**src/rtl/hazard_ctrl.sv**
```systemverilog
// Load-use stall, branch/jump squash sequencing for the IF/ID and ID/EX
// registers and the PC, plus saturating stall/flush event counters.
module hazard_ctrl #(
  parameter int LU_BUBBLES = 1,
  parameter int CNT_W      = 16
) (
  input  logic             clk,
  input  logic             reset,
  input  logic [4:0]       ID_rs,
  input  logic [4:0]       ID_rt,
  input  logic             ID_uses_rt,
  input  logic             ID_Jump,
  input  logic             EX_MemtoReg,
  input  logic             EX_RegWr,
  input  logic [4:0]       EX_rt,
  input  logic             EX_Branch_taken,
  output logic             PC_wr,
  output logic             IF_ID_wr,
  output logic             IF_ID_flush,
  output logic             ID_EX_flush,
  output logic             stalling,
  output logic [CNT_W-1:0] stall_cnt,
  output logic [CNT_W-1:0] flush_cnt
);

  typedef enum logic {
    RUN      = 1'b0,
    LU_STALL = 1'b1
  } state_t;

  localparam logic [2:0]       REMAIN_INIT = 3'(LU_BUBBLES - 1);
  localparam logic [CNT_W-1:0] CNT_MAX     = '1;

  state_t           state_q, state_d;
  logic [2:0]       remain_q, remain_d;
  logic             stalling_q, stalling_d;
  logic [CNT_W-1:0] stall_cnt_q, stall_cnt_d;
  logic [CNT_W-1:0] flush_cnt_q, flush_cnt_d;
  logic             lu;

  assign lu = EX_MemtoReg && EX_RegWr && (EX_rt != 5'd0) &&
              ((EX_rt == ID_rs) || (ID_uses_rt && (EX_rt == ID_rt)));

  always_comb begin
    PC_wr       = 1'b1;
    IF_ID_wr    = 1'b1;
    IF_ID_flush = 1'b0;
    ID_EX_flush = 1'b0;
    state_d     = state_q;
    remain_d    = remain_q;

    if (reset) begin
      PC_wr       = 1'b0;
      IF_ID_wr    = 1'b0;
      IF_ID_flush = 1'b1;
      ID_EX_flush = 1'b1;
      state_d     = RUN;
      remain_d    = 3'd0;
    end else if (EX_Branch_taken) begin
      IF_ID_flush = 1'b1;
      ID_EX_flush = 1'b1;
      state_d     = RUN;
      remain_d    = 3'd0;
    end else if (state_q == LU_STALL) begin
      PC_wr       = 1'b0;
      IF_ID_wr    = 1'b0;
      ID_EX_flush = 1'b1;
      if (remain_q <= 3'd1) begin
        state_d  = RUN;
        remain_d = 3'd0;
      end else begin
        remain_d = remain_q - 3'd1;
      end
    end else if (lu) begin
      // A pending jump is deliberately ignored here; it is seen again after the stall.
      PC_wr       = 1'b0;
      IF_ID_wr    = 1'b0;
      ID_EX_flush = 1'b1;
      if (LU_BUBBLES > 1) begin
        state_d  = LU_STALL;
        remain_d = REMAIN_INIT;
      end
    end else if (ID_Jump) begin
      IF_ID_flush = 1'b1;
    end
  end

  always_comb begin
    stalling_d  = (state_d == LU_STALL);
    stall_cnt_d = stall_cnt_q;
    flush_cnt_d = flush_cnt_q;
    if (!reset && !PC_wr && (stall_cnt_q != CNT_MAX)) begin
      stall_cnt_d = stall_cnt_q + 1'b1;
    end
    if (!reset && IF_ID_flush && (flush_cnt_q != CNT_MAX)) begin
      flush_cnt_d = flush_cnt_q + 1'b1;
    end
  end

  always_ff @(posedge clk) begin
    if (reset) begin
      state_q     <= RUN;
      remain_q    <= 3'd0;
      stalling_q  <= 1'b0;
      stall_cnt_q <= '0;
      flush_cnt_q <= '0;
    end else begin
      state_q     <= state_d;
      remain_q    <= remain_d;
      stalling_q  <= stalling_d;
      stall_cnt_q <= stall_cnt_d;
      flush_cnt_q <= flush_cnt_d;
    end
  end

  assign stalling  = stalling_q;
  assign stall_cnt = stall_cnt_q;
  assign flush_cnt = flush_cnt_q;

endmodule

```
**config.mk**
```make
export PLATFORM = sky130hd
export DESIGN_NAME = hazard_ctrl
export DESIGN_NICKNAME = d
export VERILOG_FILES = /design/src/rtl/hazard_ctrl.sv
export SDC_FILE = /design/constraint.sdc
export NUM_CORES = 1
export LEC_CHECK = 0
export ABC_AREA = 1
export CORE_AREA = 2 2 96 89
export CTS_CLUSTER_DIAMETER = 150
export CTS_CLUSTER_SIZE = 12
export DETAILED_ROUTE_END_ITERATION = 10
export DIE_AREA = 0 0 98 91
export GPL_TIMING_DRIVEN = 0
export PLACE_DENSITY_LB_ADDON = 0.12
export SYNTH_ARGS = -nofsm -noshare
export SYNTH_HDL_FRONTEND = slang
export SYNTH_SLANG_ARGS = --single-unit
```
**constraint.sdc**
```tcl
create_clock -name clk -period 4.5 [get_ports clk]
set_clock_uncertainty 0.1 [all_clocks]
set_input_delay 1.35 -clock clk [delete_from_list [all_inputs] [get_ports clk]]
set_output_delay 1.35 -clock clk [all_outputs]
set_load 0.005 [all_outputs]
```
==> flow_metrics.env <==
export IMPL_core_area_sq_um=7870
export IMPL_diodes=0
export IMPL_vias_per_cell=4.56
export IMPL_reg2reg_slack_ns=2.54
export IMPL_n_fill_cell=887
export IMPL_cts_made_buffers=5
export IMPL_dr_total_vias=2462
export IMPL_min_delay_start="stall_cnt[7]$_SDFFE_PP0P_"
export IMPL_path_depth=10
export IMPL_crit_chain="clkdlybuf4s50_1 > inv_1 > nand2_1 > nand2_1 > nor2_1 > nand3_1 > nand2_1 > nand2_2 > nand4_1 > clkdlybuf4s50_1"
export IMPL_worstSetupPathType="primary input to output port"
export IMPL_avgSynthCellArea_sq_um=6.20
export IMPL_power_leakage_nw=1.35
export IMPL_ys_types=34
export IMPL_rsz0062_at_grt="no"
export IMPL_crit_family="buffers and inverters"
export IMPL_p_per_area_nw_per_um2=200
export IMPL_synth_warnings=0
export IMPL_crit_fanout=3
export IMPL_drt_iter0_drc=97
export IMPL_antenna_found_initial=0
export IMPL_status="finished, final reports clean"
export IMPL_cpMostUsedCell="nand2_1"
export IMPL_clockBufferDepth=2
export IMPL_preCtsSetupSlack_ns=-0.217
export IMPL_hold_path_end="stall_cnt[7]$_SDFFE_PP0P_"
export IMPL_fp_dieArea_sq_um=8920
export IMPL_maxCapViolations=0
export IMPL_synth_nets=401
export IMPL_reg2reg_to="flush_cnt[8]$_SDFFE_PP0P_"
export IMPL_critical_path_buf_inv_count=3
export IMPL_rr_startpoint="flush_cnt[0]$_SDFFE_PP0P_"
export IMPL_irDropWorstVdd_mv=0.123
export IMPL_fin_hold_ws_ns=0.396
export IMPL_start_kind="primary input"
export IMPL_cts_max_level=2
export IMPL_drive_above_1_share_pct=8.84
export IMPL_endpoint_kind="output port"
export IMPL_worst_slew_pin_slew_ns=0.579
export IMPL_overflow=0
export IMPL_postRouteAntennaNets=0
export IMPL_drtPass1Iterations=4
export IMPL_start_util_pct=29.5
export IMPL_fin_crit_sh_pct=96.7
export IMPL_syn_inst=375
export IMPL_portBuffers=58
export IMPL_seq_area_frac_synth_pct=31.0
export IMPL_dp_hpwl_um=4560
export IMPL_max_clock_freq_mhz=230
export IMPL_remaining_drc_errors=0
export IMPL_maxSlewHeadroom_pct=61.4
export IMPL_final_cell_mix="105 x nand2_1, 53 x inv_1, 50 x clkdlybuf4s50_1"
export IMPL_synth_largest_area_cell="dfxtp_1"
export IMPL_grt_first_pass_wirelength_um=10400
export IMPL_cpPeakStageDelay_ns=0.53
export IMPL_worstPathRequired_ns=3.05
export IMPL_grt_util_all_layers_pct=14.1
export IMPL_fp_dieH_um=91
export IMPL_ys_ff_latch=36
export IMPL_clk_latency_ns=0.28
export IMPL_layout_nets=467
export IMPL_final_setup_worst_slack_ns=0.149
export IMPL_grt_pass1_vias=2189
export IMPL_slew_violations=0
export IMPL_holdPathStages=2
export IMPL_period_needed_ns=4.35
export IMPL_die_x_um=98
export IMPL_r2r_cells=10
export IMPL_worstPathArrival_ns=2.90
export IMPL_synth_top_cell_area_share_pct=31.0
export IMPL_cts_root_buf="clkbuf_8"
export IMPL_drt_wl_total_um=6170
export IMPL_ios=59
export IMPL_netlist_area_sq_um=2320
export IMPL_cts_reportedPaths_clkPinSlew_ns=0.07
export IMPL_hold_class="flop to flop"
export IMPL_setup_viol=0
export IMPL_hold_violations=0
export IMPL_layout_commonest_cell="nand2_1"
export IMPL_wl_per_cell_um=11.4
export IMPL_grt_max_degree=11
export IMPL_rows=31
export IMPL_cts_tree="yes"
export IMPL_area_growth_pct=34.4
export IMPL_ys_top_cells_by_area="dfxtp_1 31%, nand2_1 17%, inv_1 8.6%, nand3_1 7.5%, nor2_1 5.8%"
export IMPL_holdBufCountCts=0
export IMPL_cp_slowest_cell="clkdlybuf4s50_1"
export IMPL_cts_sinks=36
export IMPL_place_gp_congestion=0.848
-- report_power, final --
part / internal (mW) / switching [mW]
clock: 0.105 / 0.114
sequential: 0.322 / 0.00358
combinational: 0.0390 / 0.0398
total: 0.466 / 0.158
-- synth_stat cells --
library cell,number
nand2_1,106
o21ai_1,2
nor4_1,2
inv_1,53
o21bai_1,2
and2_4,1
nand2_2,1
nand3b_1,1
nand4_1,12
nor2_1,36
a31oi_1,1
clkinv_1,3
nor3_2,1
o21ai_0,4
xnor2_1,2
ha_1,4
nor3_4,1
xor2_1,8
nor3_1,7
a21oi_1,23
inv_4,1
nand3_1,35
o22ai_1,1
buf_2,5
nand4_2,1
clkbuf_1,2
nor2_2,5
buf_6,2
and3_1,2
nand2_4,1
inv_2,8
nor3b_1,3
dfxtp_1,36
buf_4,3
-- how the worst max path moves through the flow --
stage               slack (ns)      from           to
floorplan                 0.89  EX_rt[0]        PC_wr
global placement         -0.20  EX_rt[0]        PC_wr
detailed placement       -0.22  EX_rt[0]        PC_wr
CTS                       0.08  ID_rs[3]  IF_ID_flush
global route              0.05  ID_rt[1]        PC_wr
finish                    0.15  ID_rs[3]  ID_EX_flush
-- area by class of cell --
type / instances / area [sq um] / area share, %
multi-input combinational: 262 / 1290 / 41.4
inverter: 65 / 246 / 7.89
clock buffer: 6 / 72.6 / 2.32
clock inverter: 1 / 5.00 / 0.160
tap: 99 / 124 / 3.96
buffer: 12 / 77.6 / 2.48
timing repair buffer: 59 / 586 / 18.7
sequential: 36 / 721 / 23.1
-- layer usage --
layer	share of wire, %	vias up	global-route usage [%]
li1	-	1314	-
met3	6.1	2	3.54
met4	0.29	0	3.47
met1	54	1078	21.1
met2	39	68	20.2
met5	0	-	0
-- worst min-delay path, stage by stage, from the launching register on --
cell and delay (ns):
dfxtp_1 0.33, nand2_1 0.07, a21oi_1 0.05
-- metrics by stage --
stage	utilization (%)	power, mW	setup TNS (ns)	cell area (sq um)	instances
final	39.7	0.624	0	3130	540
after global routing	39.7	0.659	0	3130	540
after CTS	39.5	0.638	0	3110	540
after detailed placement	38.5	0.412	-0.350	3030	532
after global placement	38.5	0.412	-0.315	3030	532
after floorplan	-	0.371	0	2320	375
-- flip-flops by register name, indices dropped and copies added (netlist names) --
register and cells:
flush_cnt 16, stalling 1, stall_cnt 16, remain_q 3
-- timing repair --
item	CTS	global route
endpoints found under the hold margin	0	0
resized for setup	8	3
endpoints found under the setup margin	2	2
pin swaps	3	1
setup buffers	1	0
-- cells by family after synthesis --
group / after synthesis / share of synthesized area, %
AND/OR/NAND/NOR: 215 / 41.7
buffers and inverters: 77 / 13.9
flip-flops: 36 / 31.0
AO/OA/AOI/OAI: 33 / 7.43
XOR/XNOR: 10 / 3.77
adder cells (fa/ha/maj): 4 / 2.15
Note: power is estimated with default switching activity, not from simulation.
